[config.mk]
export PLATFORM = sky130hd
export DESIGN_NAME = axi_rd_arbiter_flat
export DESIGN_NICKNAME = d
export VERILOG_FILES = /design/src/rtl/axi_rd_arbiter_if.sv /design/src/rtl/axi_rd_arbiter.sv /design/src/flat_wrapper.sv
export SDC_FILE = /design/constraint.sdc
export NUM_CORES = 1
export LEC_CHECK = 0
export BUFFER_PORTS_ARGS = -buffer_cell sky130_fd_sc_hd__buf_2
export CAP_MARGIN = 20
export CORE_MARGIN = 2
export CORE_UTILIZATION = 32
export DETAILED_ROUTE_END_ITERATION = 8
export PLACE_DENSITY = 0.63
export SKIP_LAST_GASP = 1
export SLEW_MARGIN = 10
export SYNTH_ARGS = -nofsm -noshare
export SYNTH_HDL_FRONTEND = slang
export SYNTH_SLANG_ARGS = --single-unit
[constraint.sdc]
create_clock -name i_clk -period 2.6 [get_ports i_clk]
set_input_delay 0.13 -clock i_clk [delete_from_list [all_inputs] [get_ports i_clk]]
set_output_delay 0.13 -clock i_clk [all_outputs]
set_load 0.03 [all_outputs]
[src/rtl/axi_rd_arbiter_if.sv]
// Requester, write-hazard and AXI AR/R signals of the N-channel read arbiter.
// The master modport is the arbiter side; slave is the requesters/fabric side.
interface axi_rd_arbiter_if #(
    parameter int NUM_CH = 3,
    parameter int ADDR_W = 32,
    parameter int DATA_W = 32,
    parameter int LEN_W  = 8,
    parameter int ID_W   = 4
);
    logic [NUM_CH-1:0]        i_req_valid;
    logic [NUM_CH-1:0]        o_req_ready;
    logic [NUM_CH*ADDR_W-1:0] i_req_addr;
    logic [NUM_CH*LEN_W-1:0]  i_req_len;
    logic [NUM_CH*3-1:0]      i_req_size;
    logic [NUM_CH-1:0]        o_resp_valid;
    logic [DATA_W-1:0]        o_resp_data;
    logic                     o_resp_last;
    logic                     o_resp_err;
    logic                     i_wr_busy;
    logic [ADDR_W-1:0]        i_wr_addr;
    logic [ID_W-1:0]          o_arid;
    logic [ADDR_W-1:0]        o_araddr;
    logic [7:0]               o_arlen;
    logic [2:0]               o_arsize;
    logic [1:0]               o_arburst;
    logic                     o_arvalid;
    logic                     i_arready;
    logic [ID_W-1:0]          i_rid;
    logic [DATA_W-1:0]        i_rdata;
    logic [1:0]               i_rresp;
    logic                     i_rlast;
    logic                     i_rvalid;
    logic                     o_rready;

    modport master (
        input  i_req_valid, i_req_addr, i_req_len, i_req_size, i_wr_busy, i_wr_addr,
               i_arready, i_rid, i_rdata, i_rresp, i_rlast, i_rvalid,
        output o_req_ready, o_resp_valid, o_resp_data, o_resp_last, o_resp_err,
               o_arid, o_araddr, o_arlen, o_arsize, o_arburst, o_arvalid, o_rready
    );

    modport slave (
        output i_req_valid, i_req_addr, i_req_len, i_req_size, i_wr_busy, i_wr_addr,
               i_arready, i_rid, i_rdata, i_rresp, i_rlast, i_rvalid,
        input  o_req_ready, o_resp_valid, o_resp_data, o_resp_last, o_resp_err,
               o_arid, o_araddr, o_arlen, o_arsize, o_arburst, o_arvalid, o_rready
    );
endinterface

[src/rtl/axi_rd_arbiter.sv]
// N-channel AXI4 read front end: one outstanding burst, round-robin or fixed
// priority, line-granular read-after-write hazard blocking, registered beats.
//   state   | meaning
//   IDLE    | pick an eligible requester, latch its request
//   AR      | present the latched address until accepted
//   R       | forward beats to the granted channel until rlast
module axi_rd_arbiter #(
    parameter int NUM_CH           = 3,
    parameter int ADDR_W           = 32,
    parameter int DATA_W           = 32,
    parameter int LEN_W            = 8,
    parameter int ID_W             = 4,
    parameter int LINE_BYTE_OFFSET = 6,
    parameter int PRIO_MODE        = 0
) (
    input  logic            i_clk,
    input  logic            i_rst_n,
    axi_rd_arbiter_if.master bus
);
    localparam int IDX_W = (NUM_CH > 1) ? $clog2(NUM_CH) : 1;
    localparam int TAG_W = ADDR_W - LINE_BYTE_OFFSET;

    localparam logic [1:0] ST_IDLE = 2'd0;
    localparam logic [1:0] ST_AR   = 2'd1;
    localparam logic [1:0] ST_R    = 2'd2;

    logic [1:0]        state_q, state_d;
    logic [IDX_W-1:0]  rr_q, rr_d;
    logic [IDX_W-1:0]  grant_q, grant_d;
    logic [ADDR_W-1:0] addr_q, addr_d;
    logic [LEN_W-1:0]  len_q, len_d;
    logic [2:0]        size_q, size_d;
    logic [NUM_CH-1:0] resp_valid_q, resp_valid_d;
    logic [DATA_W-1:0] resp_data_q, resp_data_d;
    logic              resp_last_q, resp_last_d;
    logic              resp_err_q, resp_err_d;

    logic [NUM_CH-1:0] eligible;
    logic [NUM_CH-1:0] req_ready;
    logic              win_found;
    logic [IDX_W-1:0]  win_idx;

    always_comb begin
        eligible = '0;
        for (int c = 0; c < NUM_CH; c++) begin
            eligible[c] = bus.i_req_valid[c] &&
                !(bus.i_wr_busy &&
                  bus.i_req_addr[c*ADDR_W+LINE_BYTE_OFFSET +: TAG_W] ==
                  bus.i_wr_addr[ADDR_W-1:LINE_BYTE_OFFSET]);
        end
    end

    // First pass searches from the rr pointer upward; second pass covers the wrap.
    always_comb begin
        win_found = 1'b0;
        win_idx   = '0;
        for (int c = 0; c < NUM_CH; c++) begin
            if (!win_found && eligible[c] && (PRIO_MODE != 0 || IDX_W'(c) >= rr_q)) begin
                win_found = 1'b1;
                win_idx   = IDX_W'(c);
            end
        end
        for (int c = 0; c < NUM_CH; c++) begin
            if (!win_found && eligible[c]) begin
                win_found = 1'b1;
                win_idx   = IDX_W'(c);
            end
        end
    end

    always_comb begin
        state_d      = state_q;
        rr_d         = rr_q;
        grant_d      = grant_q;
        addr_d       = addr_q;
        len_d        = len_q;
        size_d       = size_q;
        resp_valid_d = '0;
        resp_data_d  = resp_data_q;
        resp_last_d  = resp_last_q;
        resp_err_d   = resp_err_q;
        req_ready    = '0;
        case (state_q)
            ST_IDLE: begin
                if (win_found) begin
                    req_ready = NUM_CH'(1) << win_idx;
                    grant_d   = win_idx;
                    for (int c = 0; c < NUM_CH; c++) begin
                        if (IDX_W'(c) == win_idx) begin
                            addr_d = bus.i_req_addr[c*ADDR_W +: ADDR_W];
                            len_d  = bus.i_req_len[c*LEN_W +: LEN_W];
                            size_d = bus.i_req_size[c*3 +: 3];
                        end
                    end
                    state_d = ST_AR;
                end
            end
            ST_AR: begin
                if (bus.i_arready) state_d = ST_R;
            end
            ST_R: begin
                if (bus.i_rvalid) begin
                    resp_valid_d = NUM_CH'(1) << grant_q;
                    resp_data_d  = bus.i_rdata;
                    resp_last_d  = bus.i_rlast;
                    resp_err_d   = (bus.i_rresp != 2'b00);
                    if (bus.i_rlast) begin
                        state_d = ST_IDLE;
                        if (PRIO_MODE == 0) begin
                            rr_d = (grant_q == IDX_W'(NUM_CH-1)) ? '0 : grant_q + 1'b1;
                        end
                    end
                end
            end
            default: state_d = ST_IDLE;
        endcase
    end

    always_ff @(posedge i_clk) begin
        if (!i_rst_n) begin
            state_q      <= ST_IDLE;
            rr_q         <= '0;
            grant_q      <= '0;
            addr_q       <= '0;
            len_q        <= '0;
            size_q       <= '0;
            resp_valid_q <= '0;
            resp_data_q  <= '0;
            resp_last_q  <= 1'b0;
            resp_err_q   <= 1'b0;
        end else begin
            state_q      <= state_d;
            rr_q         <= rr_d;
            grant_q      <= grant_d;
            addr_q       <= addr_d;
            len_q        <= len_d;
            size_q       <= size_d;
            resp_valid_q <= resp_valid_d;
            resp_data_q  <= resp_data_d;
            resp_last_q  <= resp_last_d;
            resp_err_q   <= resp_err_d;
        end
    end

    assign bus.o_req_ready  = req_ready;
    assign bus.o_arvalid    = (state_q == ST_AR);
    assign bus.o_araddr     = addr_q;
    assign bus.o_arlen      = 8'(len_q);
    assign bus.o_arsize     = size_q;
    assign bus.o_arid       = ID_W'(grant_q);
    assign bus.o_arburst    = (state_q == ST_AR) ? 2'b01 : 2'b00;
    assign bus.o_rready     = (state_q == ST_R);
    assign bus.o_resp_valid = resp_valid_q;
    assign bus.o_resp_data  = resp_data_q;
    assign bus.o_resp_last  = resp_last_q;
    assign bus.o_resp_err   = resp_err_q;

    // Single outstanding burst, so the returned ID carries no information.
    logic unused_inputs;
    assign unused_inputs = ^{bus.i_rid, bus.i_wr_addr[LINE_BYTE_OFFSET-1:0]};
endmodule

[src/flat_wrapper.sv]
// flat-port wrapper written by rule: the top's interface ports become plain ports
module axi_rd_arbiter_flat 
#(
    parameter int NUM_CH           = 3,
    parameter int ADDR_W           = 32,
    parameter int DATA_W           = 32,
    parameter int LEN_W            = 8,
    parameter int ID_W             = 4,
    parameter int LINE_BYTE_OFFSET = 6,
    parameter int PRIO_MODE        = 0
)
  (i_clk, i_rst_n, bus_i_req_valid, bus_i_req_addr, bus_i_req_len, bus_i_req_size, bus_i_wr_busy, bus_i_wr_addr, bus_i_arready, bus_i_rid, bus_i_rdata, bus_i_rresp, bus_i_rlast, bus_i_rvalid, bus_o_req_ready, bus_o_resp_valid, bus_o_resp_data, bus_o_resp_last, bus_o_resp_err, bus_o_arid, bus_o_araddr, bus_o_arlen, bus_o_arsize, bus_o_arburst, bus_o_arvalid, bus_o_rready);
  axi_rd_arbiter_if #(.NUM_CH(NUM_CH), .ADDR_W(ADDR_W), .DATA_W(DATA_W), .LEN_W(LEN_W), .ID_W(ID_W)) bus_i ();
  input  logic i_clk;
  input  logic i_rst_n;
  input wire logic [$bits(bus_i.i_req_valid)-1:0] bus_i_req_valid;
  input wire logic [$bits(bus_i.i_req_addr)-1:0] bus_i_req_addr;
  input wire logic [$bits(bus_i.i_req_len)-1:0] bus_i_req_len;
  input wire logic [$bits(bus_i.i_req_size)-1:0] bus_i_req_size;
  input wire logic [$bits(bus_i.i_wr_busy)-1:0] bus_i_wr_busy;
  input wire logic [$bits(bus_i.i_wr_addr)-1:0] bus_i_wr_addr;
  input wire logic [$bits(bus_i.i_arready)-1:0] bus_i_arready;
  input wire logic [$bits(bus_i.i_rid)-1:0] bus_i_rid;
  input wire logic [$bits(bus_i.i_rdata)-1:0] bus_i_rdata;
  input wire logic [$bits(bus_i.i_rresp)-1:0] bus_i_rresp;
  input wire logic [$bits(bus_i.i_rlast)-1:0] bus_i_rlast;
  input wire logic [$bits(bus_i.i_rvalid)-1:0] bus_i_rvalid;
  output wire logic [$bits(bus_i.o_req_ready)-1:0] bus_o_req_ready;
  output wire logic [$bits(bus_i.o_resp_valid)-1:0] bus_o_resp_valid;
  output wire logic [$bits(bus_i.o_resp_data)-1:0] bus_o_resp_data;
  output wire logic [$bits(bus_i.o_resp_last)-1:0] bus_o_resp_last;
  output wire logic [$bits(bus_i.o_resp_err)-1:0] bus_o_resp_err;
  output wire logic [$bits(bus_i.o_arid)-1:0] bus_o_arid;
  output wire logic [$bits(bus_i.o_araddr)-1:0] bus_o_araddr;
  output wire logic [$bits(bus_i.o_arlen)-1:0] bus_o_arlen;
  output wire logic [$bits(bus_i.o_arsize)-1:0] bus_o_arsize;
  output wire logic [$bits(bus_i.o_arburst)-1:0] bus_o_arburst;
  output wire logic [$bits(bus_i.o_arvalid)-1:0] bus_o_arvalid;
  output wire logic [$bits(bus_i.o_rready)-1:0] bus_o_rready;
  assign bus_i.i_req_valid = bus_i_req_valid;
  assign bus_i.i_req_addr = bus_i_req_addr;
  assign bus_i.i_req_len = bus_i_req_len;
  assign bus_i.i_req_size = bus_i_req_size;
  assign bus_i.i_wr_busy = bus_i_wr_busy;
  assign bus_i.i_wr_addr = bus_i_wr_addr;
  assign bus_i.i_arready = bus_i_arready;
  assign bus_i.i_rid = bus_i_rid;
  assign bus_i.i_rdata = bus_i_rdata;
  assign bus_i.i_rresp = bus_i_rresp;
  assign bus_i.i_rlast = bus_i_rlast;
  assign bus_i.i_rvalid = bus_i_rvalid;
  assign bus_o_req_ready = bus_i.o_req_ready;
  assign bus_o_resp_valid = bus_i.o_resp_valid;
  assign bus_o_resp_data = bus_i.o_resp_data;
  assign bus_o_resp_last = bus_i.o_resp_last;
  assign bus_o_resp_err = bus_i.o_resp_err;
  assign bus_o_arid = bus_i.o_arid;
  assign bus_o_araddr = bus_i.o_araddr;
  assign bus_o_arlen = bus_i.o_arlen;
  assign bus_o_arsize = bus_i.o_arsize;
  assign bus_o_arburst = bus_i.o_arburst;
  assign bus_o_arvalid = bus_i.o_arvalid;
  assign bus_o_rready = bus_i.o_rready;
  axi_rd_arbiter #(.NUM_CH(NUM_CH), .ADDR_W(ADDR_W), .DATA_W(DATA_W), .LEN_W(LEN_W), .ID_W(ID_W), .LINE_BYTE_OFFSET(LINE_BYTE_OFFSET), .PRIO_MODE(PRIO_MODE)) u_core (.i_clk(i_clk), .i_rst_n(i_rst_n), .bus(bus_i));
endmodule
After elaboration in Yosys (flattened, before gate mapping). Index checks and enable logic that the tools add are counted.

Register bits after elaboration: 86. Latch bits: 0. RAM bits: 0. Memory bits (read-only): 0. Input bits: 208. Word-level logic and storage cells: 89. Memories kept: 0.

Add/sub/neg operators: 1. Multipliers: 0. Divide/modulo/power cells: 0. $lt $le $gt $ge: 3. Eq/ne operators: 12. Shifts and indexed selects: 2. Muxes and demuxes: 29. Bitwise operators: 0. Reductions and logical operators: 32.

Operators with widths (number): 32-bit 2-to-1 mux (3); 26-bit == test (3); 8-bit 2-to-1 mux (3); 2-bit 2-to-1 mux (9); 3-bit 2-to-1 mux (5); 1-bit logical AND (14); 3-bit AND reduction (3); 1-bit zero test (8); 1-bit 2-to-1 mux (8); 2-bit != test (second input constant) (3); 2-bit one-hot mux with 3 select lines (1); 1-bit by 2-bit << shifter with 3-bit output (first input constant) (2); 2-bit == test (second input constant) (2); 1-bit by 2-bit greater-or-equal comparator with 1-bit output (first input constant) (2); 2-bit zero test (2); 2-bit AND reduction (2); 4-bit AND reduction (1); 3-bit nonzero test (1); 2-bit by 1-bit adder with 2-bit output (second input constant) (1); 1-bit by 2-bit == test with 1-bit output (first input constant) (1); 2-bit by 1-bit == test with 1-bit output (second input constant) (1); 2-bit == test (first input constant) (1); 2-bit greater-or-equal comparator (first input constant) (1); 2-bit by 1-bit != test with 1-bit output (second input constant) (1); 2-bit nonzero test (1).

Longest topological paths before layout. Gate-level depths: netlist of run 1.

Depth in word-level cells: 27. Depth in mapped cells: 9.

Least setup slack after synthesis of run 1. No wires, ideal clock.

Path kind: input port to flip-flop. Start: in bus_i_wr_addr[6]. End: reg u_core.grant_q[1]. Arrival time: 2204 ps. Data required time: 2532 ps. Slack: 328 ps. Cell stages on the path: 7. Buffers on the path: 0. Cell sequence: xnor2_1 > nand4_1 > nor4_4 > a211oi_1 > nor4bb_1 > a21oi_1 > nor2b_1.

Cells in the longest elaborated chain, start to end: 24. Elaborated cells between the ends (all ways): 36. Those cells by class: 3 x eq/ne; 10 x mux; 23 x reduce/logical.

RTL lines: start: declaration (RTL line flat_wrapper.sv:21) `input wire logic [$bits(bus_i.i_wr_addr)-1:0] bus_i_wr_addr;`; 26-bit == test (RTL line axi_rd_arbiter.sv:48) `bus.i_req_addr[c*ADDR_W+LINE_BYTE_OFFSET +: TAG_W] ==`; 1-bit logical AND (RTL line axi_rd_arbiter.sv:47) `!(bus.i_wr_busy &&`; 1-bit zero test (RTL line axi_rd_arbiter.sv:47); 1-bit logical AND (RTL line axi_rd_arbiter.sv:46) `eligible[c] = bus.i_req_valid[c] &&`; 1-bit logical AND (RTL line axi_rd_arbiter.sv:58) `if (!win_found && eligible[c] && (PRIO_MODE != 0 || IDX_W'(c) >= rr_q)) begin`; 1-bit 2-to-1 mux (RTL line axi_rd_arbiter.sv:58); 1-bit zero test (RTL line axi_rd_arbiter.sv:58); 1-bit logical AND (2 in series) (RTL line axi_rd_arbiter.sv:58); (+7 left out); 1-bit 2-to-1 mux (RTL line axi_rd_arbiter.sv:64) `if (!win_found && eligible[c]) begin`; 1-bit zero test (RTL line axi_rd_arbiter.sv:64); 1-bit logical AND (RTL line axi_rd_arbiter.sv:64); 1-bit 2-to-1 mux (RTL line axi_rd_arbiter.sv:64); 1-bit zero test (RTL line axi_rd_arbiter.sv:64); 1-bit logical AND (RTL line axi_rd_arbiter.sv:64); 1-bit 2-to-1 mux (RTL line axi_rd_arbiter.sv:64); 2-bit AND reduction (no line); end signal: assignment (RTL line axi_rd_arbiter.sv:134) `grant_q <= grant_d;`; end: declaration (RTL line axi_rd_arbiter.sv:29) `logic [IDX_W-1:0] grant_q, grant_d;`.

Parallel ways exist; a longest one is shown, timed or not. A chain may end at the register's enable or synchronous reset.

Worst setup path after layout of run 1.
Start: in bus_i_wr_addr[19]. End: out bus_o_req_ready[1].

Cells in the longest elaborated chain, start to end: 26. Elaborated cells between the ends (all ways): 39. Those cells by class: 3 x eq/ne; 1 x shift; 13 x mux; 22 x reduce/logical.

RTL lines: 26-bit == test (RTL line axi_rd_arbiter.sv:48); 1-bit logical AND (RTL line axi_rd_arbiter.sv:47); 1-bit zero test (RTL line axi_rd_arbiter.sv:47); 1-bit logical AND (RTL line axi_rd_arbiter.sv:46); 1-bit logical AND (RTL line axi_rd_arbiter.sv:58); 1-bit 2-to-1 mux (RTL line axi_rd_arbiter.sv:58); 1-bit zero test (RTL line axi_rd_arbiter.sv:58); 1-bit logical AND (2 in series) (RTL line axi_rd_arbiter.sv:58); (+9 left out); 1-bit logical AND (RTL line axi_rd_arbiter.sv:64); 1-bit 2-to-1 mux (RTL line axi_rd_arbiter.sv:64); 1-bit zero test (RTL line axi_rd_arbiter.sv:64); 1-bit logical AND (RTL line axi_rd_arbiter.sv:64); 2-bit 2-to-1 mux (RTL line axi_rd_arbiter.sv:64); 1-bit by 2-bit << shifter with 3-bit output (RTL line axi_rd_arbiter.sv:86) `req_ready = NUM_CH'(1) << win_idx;`; 3-bit 2-to-1 mux (*) (RTL line axi_rd_arbiter.sv:85) `if (win_found) begin`; 3-bit 2-to-1 mux (*) (RTL line axi_rd_arbiter.sv:83) `case (state_q)`; end: declaration (RTL line flat_wrapper.sv:28) `output wire logic [$bits(bus_i.o_req_ready)-1:0] bus_o_req_ready;`.

Mark *: on every way between the ends. The rest lies on a longest branch, timed or not.

==> impl_metrics.json, run 1 <==
{
  "dieArea_mm2": 0.0158,
  "cts_buffer_depth": 2,
  "leakage_nw": 3.01,
  "synth_top_area_share_pct": 36.4,
  "r2r_cells": 6,
  "yosysWarnings": 0,
  "arrival_ns": 2.28,
  "crit_chain": "buf_2 > xnor2_1 > nand4_1 > nor4_4 > a41oi_4 > a2111oi_4 > buf_4 > nand4_1 > inv_1 > buf_2",
  "final_util_pct": 47.5,
  "die_h_um": 126,
  "path_class": "input port to output pin",
  "drcViolationCount": 0,
  "synth_area_leaders": "dfxtp_1, xnor2_1, mux2i_1",
  "clock-sinks": 86,
  "grt_pass1_vias": 4821,
  "clock-root-buffer": "clkbuf_16",
  "grt_pass1_wl_mm": 25.4,
  "required_ns": 2.47,
  "regToRegEndpoint": "u_core.bus.o_arsize[2]",
  "wl_mm": 16.8,
  "pwr_density_cell_mw_per_mm2": 556,
  "yosysMostFrequentCell": "dfxtp_1",
  "vias_per_cell": 4.95,
  "final_nets": 1014,
  "io_pins": 299,
  "htreeDepth": 3,
  "startpoint": "bus_i_wr_addr[19]",
  "report.final.slew_viol_count": 0,
  "drive_gt1_share_pct": 40.5,
  "critical_path_depth": 10,
  "gp_congestion": 0.835,
  "path_clk_slew_ns": 0.07,
  "setup_violations": 0,
  "synthCells": 509,
  "rows": 44,
  "rsz0062_at_grt": "no",
  "crit_path_end_kind": "output pin",
  "start_util_pct": 32.7,
  "critPathMaxStageDelay_ns": 0.35,
  "drt_iter0_markers": 200,
  "min-delay-start": "bus_i_req_addr[69]",
  "synth_cell_types": 36,
  "hpwl_mm": 13.1,
  "vias": 4921,
  "dieWidth_um": 126,
  "area_growth_pct": 45.3,
  "postSynthAreaPerCell_um2": 9.29,
  "ys_seq_elements": 86,
  "hold_end": "u_core.bus.o_araddr[5]",
  "grt.total_usage_pct": 20.6,
  "worst_pin_slew_ns": 0.602,
  "critical_path_buf_inv_count": 4,
  "port_buffers": 285,
  "tritoncts": "built",
  "netlist.top_cell.by_area": "dfxtp_1",
  "grt_max_degree": 57,
  "hp-class": "input port to flip-flop",
  "fillerInstances": 1427,
  "clock.fmax_mhz": 415,
  "syn_area_mm2": 0.00473,
  "ys.flop_type": "dfxtp_1",
  "critPathTopFamily": "simple AND/OR/NAND/NOR gates",
  "r2r_setup_slack_ns": 0.64,
  "synth_commonest_cells": "dfxtp_1, nand2_1, xnor2_1",
  "maxCapViolCount": 0,
  "fin_setup_tns_ns": 0,
  "cts_buffers": 9,
  "rr_startpoint": "u_core.rr_q[1]",
  "grt-ovfl-total": 0,
  "status": "finished, final reports clean",
  "worst-path-max-fanout": 4,
  "yosysSeqAreaShare_pct": 36.4,
  "vdd_drop_max_uv": 365,
  "hold_depth": 3,
  "post_cts_buffers": 0,
  "wire_per_inst_um": 16.9,
  "synthArstFlopShare_pct": 0,
  "antenna_found_initial": 1,
  "first_pass_iters": 4,
  "clock_latency_ns": 0.35,
  "synth_edf_count": 0,
  "crit_path_start_kind": "input port",
  "relSlewSlack_pct": 59.9,
  "min_period_over_period_pct": 92.7,
  "final_hold_viol_count": 0,
  "post_dp_cell_area_mm2": 0.00642,
  "ant_nets": 0,
  "fin_skew_ns": 0.00783,
  "design_area_mm2": 0.00687,
  "core_mm2": 0.0145,
  "fin_crit_ns": 2.41,
  "cts.repair.resized": 0,
  "crit_slowest_cell": "nor4_4"
}
## worst register-to-register path: cells and delay by family (launching register included)
kind	cells	cell delay, ns
DFF	1	0.35
AOI/OAI and AO/OA	2	0.61
buffers and inverters	1	0.26
and+or+nand+nor	3	0.67
## repair_timing
| item | in CTS | in global routing |
|---|---|---|
| setup endpoints to repair | 0 | 1 |
| hold buffers | 15 | 0 |
| hold endpoints to repair | 15 | 0 |
## layout make-up
class | count | area (um^2) | share of cell area, %
repair buffers | 321 | 1830 | 26.7
multi-input cells | 384 | 2770 | 40.4
well taps | 184 | 230 | 3.35
clock inverters | 6 | 68.8 | 1.00
clock buffers | 9 | 225 | 3.28
flip-flops and latches | 86 | 1720 | 25.1
diodes | 1 | 2.50 | 0.0364
inverters | 4 | 15.0 | 0.218
## worst max path at each step
stage | endpoint | slack, ns
floorplan | u_core.grant_q[1] | 0.33
global placement | u_core.bus.o_araddr[29] | 0.15
detailed placement | bus_o_req_ready[1] | 0.15
CTS | bus_o_req_ready[1] | 0.12
global route | bus_o_req_ready[1] | 0.03
finish | bus_o_req_ready[1] | 0.19
## cell usage in the layout, fill, tap and decap left out, types with 3 or more instances in the layout
master and count:
buf_2 285, dfxtp_1 86, nand2_1 71, xnor2_1 67, mux2i_1 43, a32oi_1 43, o21ai_1 43, a21boi_0 34
nand4_1 18, dlygate4sd3_1 15, buf_4 13, xor2_1 12, clkbuf_16 9, buf_12 8, nor2b_1 7, nor3_1 6
a21oi_1 6, inv_1 4, nand3_1 4, nor3b_1 4, a211oi_1 3, nor2_1 3, conb_1 3
## state kept, by name (all words and copies together) (netlist names)
name,cells
u_core.bus.o_araddr,32
u_core.bus.o_resp_valid,3
u_core.bus.o_arlen,8
u_core.bus.o_resp_err,1
u_core.grant_q,2
u_core.rr_q,2
u_core.state_q,2
u_core.bus.o_arsize,3
u_core.bus.o_resp_last,1
u_core.bus.o_resp_data,32
## layer usage
metal,wire (um),track usage [%]
met5,0,0
met4,257,5.49
met3,1330,6.46
met2,8270,36.1
met1,6940,24.2
## kinds of logic (layout without fill, tap and decap cells)
logic type	after synthesis	in the layout	share of synthesized area [%]
compound gates	135	135	21.1
simple gates	124	124	13.6
flops	86	86	36.4
xor+xnor	79	79	14.6
mux	43	43	9.10
buf+inv	41	340	5.11
other cells	1	4	0.0793
## per-stage QoR
step / total power [W] / hold slack [ns] / cells / setup WS (ns)
after floorplan: 0.00206 / 0.255 / 511 / 0.328
after global placement: 0.00251 / 0.347 / 964 / 0.151
after detailed placement: 0.00251 / 0.349 / 964 / 0.147
after CTS: 0.00386 / 0.00271 / 994 / 0.117
after global routing: 0.00398 / 0.0157 / 995 / 0.0342
final: 0.00382 / 0.0116 / 995 / 0.190
## where the power goes
part	internal (W)	total [W]	switching, W
Sequential	0.00141	0.00146	0.0000464
Clock	0.000747	0.00133	0.000580
Combinational	0.000420	0.00103	0.000614
Note: power is estimated with default switching activity, not from simulation.
==> run 2: changes to the inputs <==
--- a/config.mk
+++ b/config.mk
@@ -5,12 +5,13 @@
 export SDC_FILE = /design/constraint.sdc
 export NUM_CORES = 1
 export LEC_CHECK = 0
+export ABC_AREA = 0
 export BUFFER_PORTS_ARGS = -buffer_cell sky130_fd_sc_hd__buf_2
 export CAP_MARGIN = 20
 export CORE_MARGIN = 2
 export CORE_UTILIZATION = 32
 export DETAILED_ROUTE_END_ITERATION = 8
-export PLACE_DENSITY = 0.63
+export PLACE_DENSITY_LB_ADDON = 0.12
 export SKIP_LAST_GASP = 1
 export SLEW_MARGIN = 10
 export SYNTH_ARGS = -nofsm -noshare
==> constraint.sdc (replaced) <==
create_clock -name i_clk -period 2.8 [get_ports i_clk]
set_input_delay 0.14 -clock i_clk [delete_from_list [all_inputs] [get_ports i_clk]]
set_output_delay 0.14 -clock i_clk [all_outputs]
set_load 0.03 [all_outputs]
==> impl_metrics.json, run 2 (synthesized netlist as in run 1, its figures left out) <==
{
  "grt_pass1_vias": 4972,
  "core_mm2": 0.0145,
  "report.final.slew_viol_count": 0,
  "leakage_nw": 2.92,
  "post_dp_cell_area_mm2": 0.00632,
  "grt-ovfl-total": 0,
  "design_area_mm2": 0.00666,
  "drt_iter0_markers": 182,
  "fin_skew_ns": 0.00836,
  "vias": 4911,
  "htreeDepth": 3,
  "fin_setup_tns_ns": 0,
  "grt.total_usage_pct": 21.8,
  "dieArea_mm2": 0.0158,
  "min_period_over_period_pct": 92.3,
  "setup_violations": 0,
  "hp-class": "input port to flip-flop",
  "path_class": "input port to output pin",
  "gp_congestion": 0.865,
  "maxCapViolCount": 0,
  "die_h_um": 126,
  "status": "finished, final reports clean",
  "vdd_drop_max_uv": 257,
  "crit_path_end_kind": "output pin",
  "cts_buffers": 9,
  "grt_max_degree": 53,
  "rows": 44,
  "final_hold_viol_count": 0,
  "hpwl_mm": 13.6,
  "post_cts_buffers": 0,
  "arrival_ns": 2.44,
  "vias_per_cell": 5.03,
  "ant_nets": 0,
  "pwr_density_cell_mw_per_mm2": 542,
  "io_pins": 299,
  "tritoncts": "built",
  "worst_pin_slew_ns": 0.584,
  "cts_buffer_depth": 2,
  "port_buffers": 285,
  "area_growth_pct": 40.8,
  "antennaDiodeCount": 0,
  "drcViolationCount": 0,
  "wl_mm": 17.5,
  "final_common_cell": "buf_2",
  "path_clk_slew_ns": 0.07,
  "layout_common_cells": "buf_2, dfxtp_1, nand2_1, xnor2_1",
  "relSlewSlack_pct": 60.8,
  "final_nets": 995,
  "wire_per_inst_um": 17.9,
  "finalPower_w": 0.00361,
  "required_ns": 2.66,
  "start_util_pct": 32.7,
  "clock-root-buffer": "clkbuf_16",
  "first_pass_iters": 4,
  "clock-sinks": 86,
  "dieWidth_um": 126,
  "clock.fmax_mhz": 387,
  "worst-path-max-fanout": 4,
  "hold_slack_ns": 0.0181,
  "cts.repair.resized": 0,
  "grt_pass1_wl_mm": 27.0,
  "fin_crit_ns": 2.58,
  "rsz0062_at_grt": "no",
  "crit_path_start_kind": "input port",
  "drive_gt1_share_pct": 40.8,
  "antenna_found_initial": 0,
  "clock_latency_ns": 0.34
}
-- run 2: power breakdown --
part | total (W) | leakage (nW) | internal [W] | switching [W]
Sequential | 0.00135 | 0.703 | 0.00131 | 0.0000443
Combinational | 0.000921 | 2.06 | 0.000354 | 0.000567
Clock | 0.00133 | 0.160 | 0.000809 | 0.000522
Total | 0.00361 | 2.92 | 0.00247 | 0.00113
-- run 2: stage by stage --
step	instances	setup WS (ns)	utilization (%)
finish	976	0.216	46.0
global route	976	0.162	46.0
CTS	976	0.242	46.0
detailed placement	959	0.179	43.7
global placement	959	0.235	43.7
floorplan	511	0.518	-
-- run 2: worst paths after layout --
check,slack [ns],to,startpoint,cells after the start
setup / recovery,0.22,bus_o_req_ready[1],bus_i_wr_addr[22],10
setup reg to reg,0.87,u_core.bus.o_araddr[7],u_core.rr_q[1],6
hold reg to reg,0.46,u_core.bus.o_resp_data[21],u_core.bus.o_resp_data[21],2
hold / removal,0.02,u_core.bus.o_araddr[2],bus_i_req_addr[66],3
-- run 2: area by class of cell --
class | count | area (um^2)
clock buffer | 11 | 243
fill | 1447 | 7820
tap | 184 | 230
clock inverter | 5 | 82.6
timing repair buffer | 302 | 1590
sequential | 86 | 1720
inverter | 4 | 15.0
multi-input combinational | 384 | 2770
-- run 2: what timing repair did --
item,in CTS,in global routing
endpoints found under the hold margin,1,0
setup endpoints to repair,0,0
hold buffers,1,0
-- run 2: routing by layer --
metal | up-vias | wire (um) | track usage (%)
li1 | 2390 | - | -
met4 | 0 | 391 | 8.17
met1 | 2259 | 7400 | 27.0
met2 | 237 | 8380 | 36.6
met3 | 25 | 1300 | 5.18
met5 | - | 0 | 0
-- run 2: critical path, stage by stage --
cell and delay (ns):
buf_2 0.12, xnor2_1 0.31, nand4_1 0.22, nor4_4 0.44, a211oi_1 0.19, a2111oi_4 0.38, buf_4 0.21, nand4_1 0.14
inv_1 0.09, buf_2 0.20
==> run 3: changes to the inputs <==
==> constraint.sdc (replaced) <==
create_clock -name i_clk -period 2.5 [get_ports i_clk]
set_input_delay 0.125 -clock i_clk [delete_from_list [all_inputs] [get_ports i_clk]]
set_output_delay 0.125 -clock i_clk [all_outputs]
set_load 0.03 [all_outputs]
==> impl_metrics.json, run 3 (synthesized netlist as in run 1, its figures left out) <==
{
  "final_hold_viol_count": 0,
  "crit_path_end_kind": "output pin",
  "grt_use_met3_pct": 5.82,
  "drive_gt1_share_pct": 40.8,
  "r2r_cells": 6,
  "rr_startpoint": "u_core.rr_q[0]",
  "grt_pass1_wl_mm": 26.9,
  "r2r_setup_slack_ns": 0.50,
  "rsz0062_at_grt": "no",
  "grt-busiest-layer": "met2",
  "maxCapViolCount": 0,
  "grt-ovfl-total": 0,
  "die_h_um": 126,
  "cts_buffers": 9,
  "clock-root-buffer": "clkbuf_16",
  "layout_common_cells": "buf_2, dfxtp_1, nand2_1, xnor2_1",
  "vdd_drop_max_uv": 269,
  "fin_setup_tns_ns": 0,
  "wl_mm": 17.7,
  "drcViolationCount": 0,
  "cts_buffer_depth": 2,
  "worst-path-max-fanout": 3,
  "path_clk_slew_ns": 0.07,
  "fin_skew_ns": 0.00762,
  "rows": 44,
  "gp_congestion": 0.855,
  "final_common_cell": "buf_2",
  "antenna_found_initial": 0,
  "ant_nets": 0,
  "leakage_nw": 3.04,
  "post_cts_buffers": 0,
  "htreeDepth": 3,
  "fin_crit_ns": 2.33,
  "first_pass_iters": 4,
  "final_util_pct": 47.7,
  "core_mm2": 0.0145,
  "clock-sinks": 86,
  "hp-class": "input port to flip-flop",
  "area_growth_pct": 46.0,
  "pwr_density_cell_mw_per_mm2": 589,
  "tritoncts": "built",
  "min-delay-start": "bus_i_req_addr[74]",
  "status": "finished, final reports clean",
  "met2_usage_pct": 36.1,
  "final_nets": 1016,
  "vias": 5023,
  "arrival_ns": 2.20,
  "io_pins": 299,
  "startpoint": "bus_i_wr_addr[23]",
  "clock.fmax_mhz": 429,
  "vias_per_cell": 5.04,
  "report.final.slew_viol_count": 0,
  "wire_per_inst_um": 17.7,
  "required_ns": 2.38,
  "drt_iter0_markers": 200,
  "min_period_over_period_pct": 93.2,
  "start_util_pct": 32.7,
  "path_class": "input port to output pin",
  "hold_depth": 3,
  "setup_violations": 0,
  "crit_path_start_kind": "input port",
  "hold_end": "u_core.bus.o_araddr[10]",
  "port_buffers": 285,
  "relSlewSlack_pct": 58.5,
  "regToRegEndpoint": "u_core.bus.o_araddr[21]",
  "dieArea_mm2": 0.0158,
  "met1_usage_pct": 26.6,
  "fillerInstances": 1486,
  "grt_pass1_vias": 5027,
  "worst_pin_slew_ns": 0.619,
  "grt_max_degree": 51,
  "hpwl_mm": 13.5,
  "clock_latency_ns": 0.34,
  "grt.total_usage_pct": 21.7,
  "dieWidth_um": 126
}
## run 3: changes by cell type in the layout (fill, tap and decap cells not counted), sizes merged
cell / before / now
clkbuf: 11 / 10
buf: 301 / 306
dlygate4sd3: 1 / 17
inv: 4 / 5
clkinv: 3 / 2
diode: 0 / 1
## run 3: final cells by class
cell class / instances / area, um^2 / share of cell area [%]
multi-input combinational: 384 / 2800 / 40.5
timing repair buffer: 323 / 1820 / 26.3
sequential: 86 / 1720 / 24.9
clock buffer: 10 / 239 / 3.46
tap: 184 / 230 / 3.33
clock inverter: 5 / 82.6 / 1.20
inverter: 4 / 15.0 / 0.217
antenna: 1 / 2.50 / 0.0362
## run 3: repair_timing
| item | in CTS | in global routing |
|---|---|---|
| setup endpoints to repair | 0 | 1 |
| resized for setup | 0 | 3 |
| endpoints found under the hold margin | 17 | 0 |
| hold buffers | 17 | 0 |
## run 3: how the worst max path moves through the flow
stage	to	slack, ns	cells after the start
after global placement	u_core.bus.o_araddr[19]	0.06	9
after CTS	bus_o_req_ready[1]	0.05	10
after detailed placement	u_core.bus.o_araddr[19]	0.001	9
final	bus_o_req_ready[1]	0.17	10
after global routing	bus_o_req_ready[1]	0.01	10
after floorplan	u_core.grant_q[1]	0.23	7
## run 3: metrics by stage
stage / hold slack (ns) / cells / setup WS, ns / cell area, um^2 / power, W
after floorplan: 0.250 / 511 / 0.233 / 4740 / 0.00214
after global placement: 0.337 / 964 / 0.0637 / 6390 / 0.00258
after detailed placement: 0.345 / 964 / 0.00146 / 6390 / 0.00259
after CTS: 0.00999 / 996 / 0.0490 / 6880 / 0.00412
after global routing: 0.0272 / 996 / 0.0149 / 6900 / 0.00425
final: 0.0221 / 997 / 0.171 / 6900 / 0.00407
## run 3: worst max-delay path: stages
cell	delay, ns
buf_2	0.13
xnor2_1	0.23
nand4_1	0.19
nor4_4	0.34
a41oi_4	0.16
a2111oi_4	0.42
buf_4	0.20
nand4_1	0.12
inv_1	0.08
buf_2	0.20
## run 3: report_power, final
part / switching [W] / internal [W]
Combinational: 0.000641 / 0.000427
Clock: 0.000579 / 0.000901
Sequential: 0.0000519 / 0.00147
Total: 0.00127 / 0.00280
## run 3: metal layers
metal | up-vias | wire length, um | share of wire [%]
li1 | 2443 | - | -
met1 | 2318 | 7450 | 42
met2 | 232 | 8370 | 47
met3 | 30 | 1430 | 8.1
met4 | 0 | 437 | 2.5
met5 | - | 0 | 0
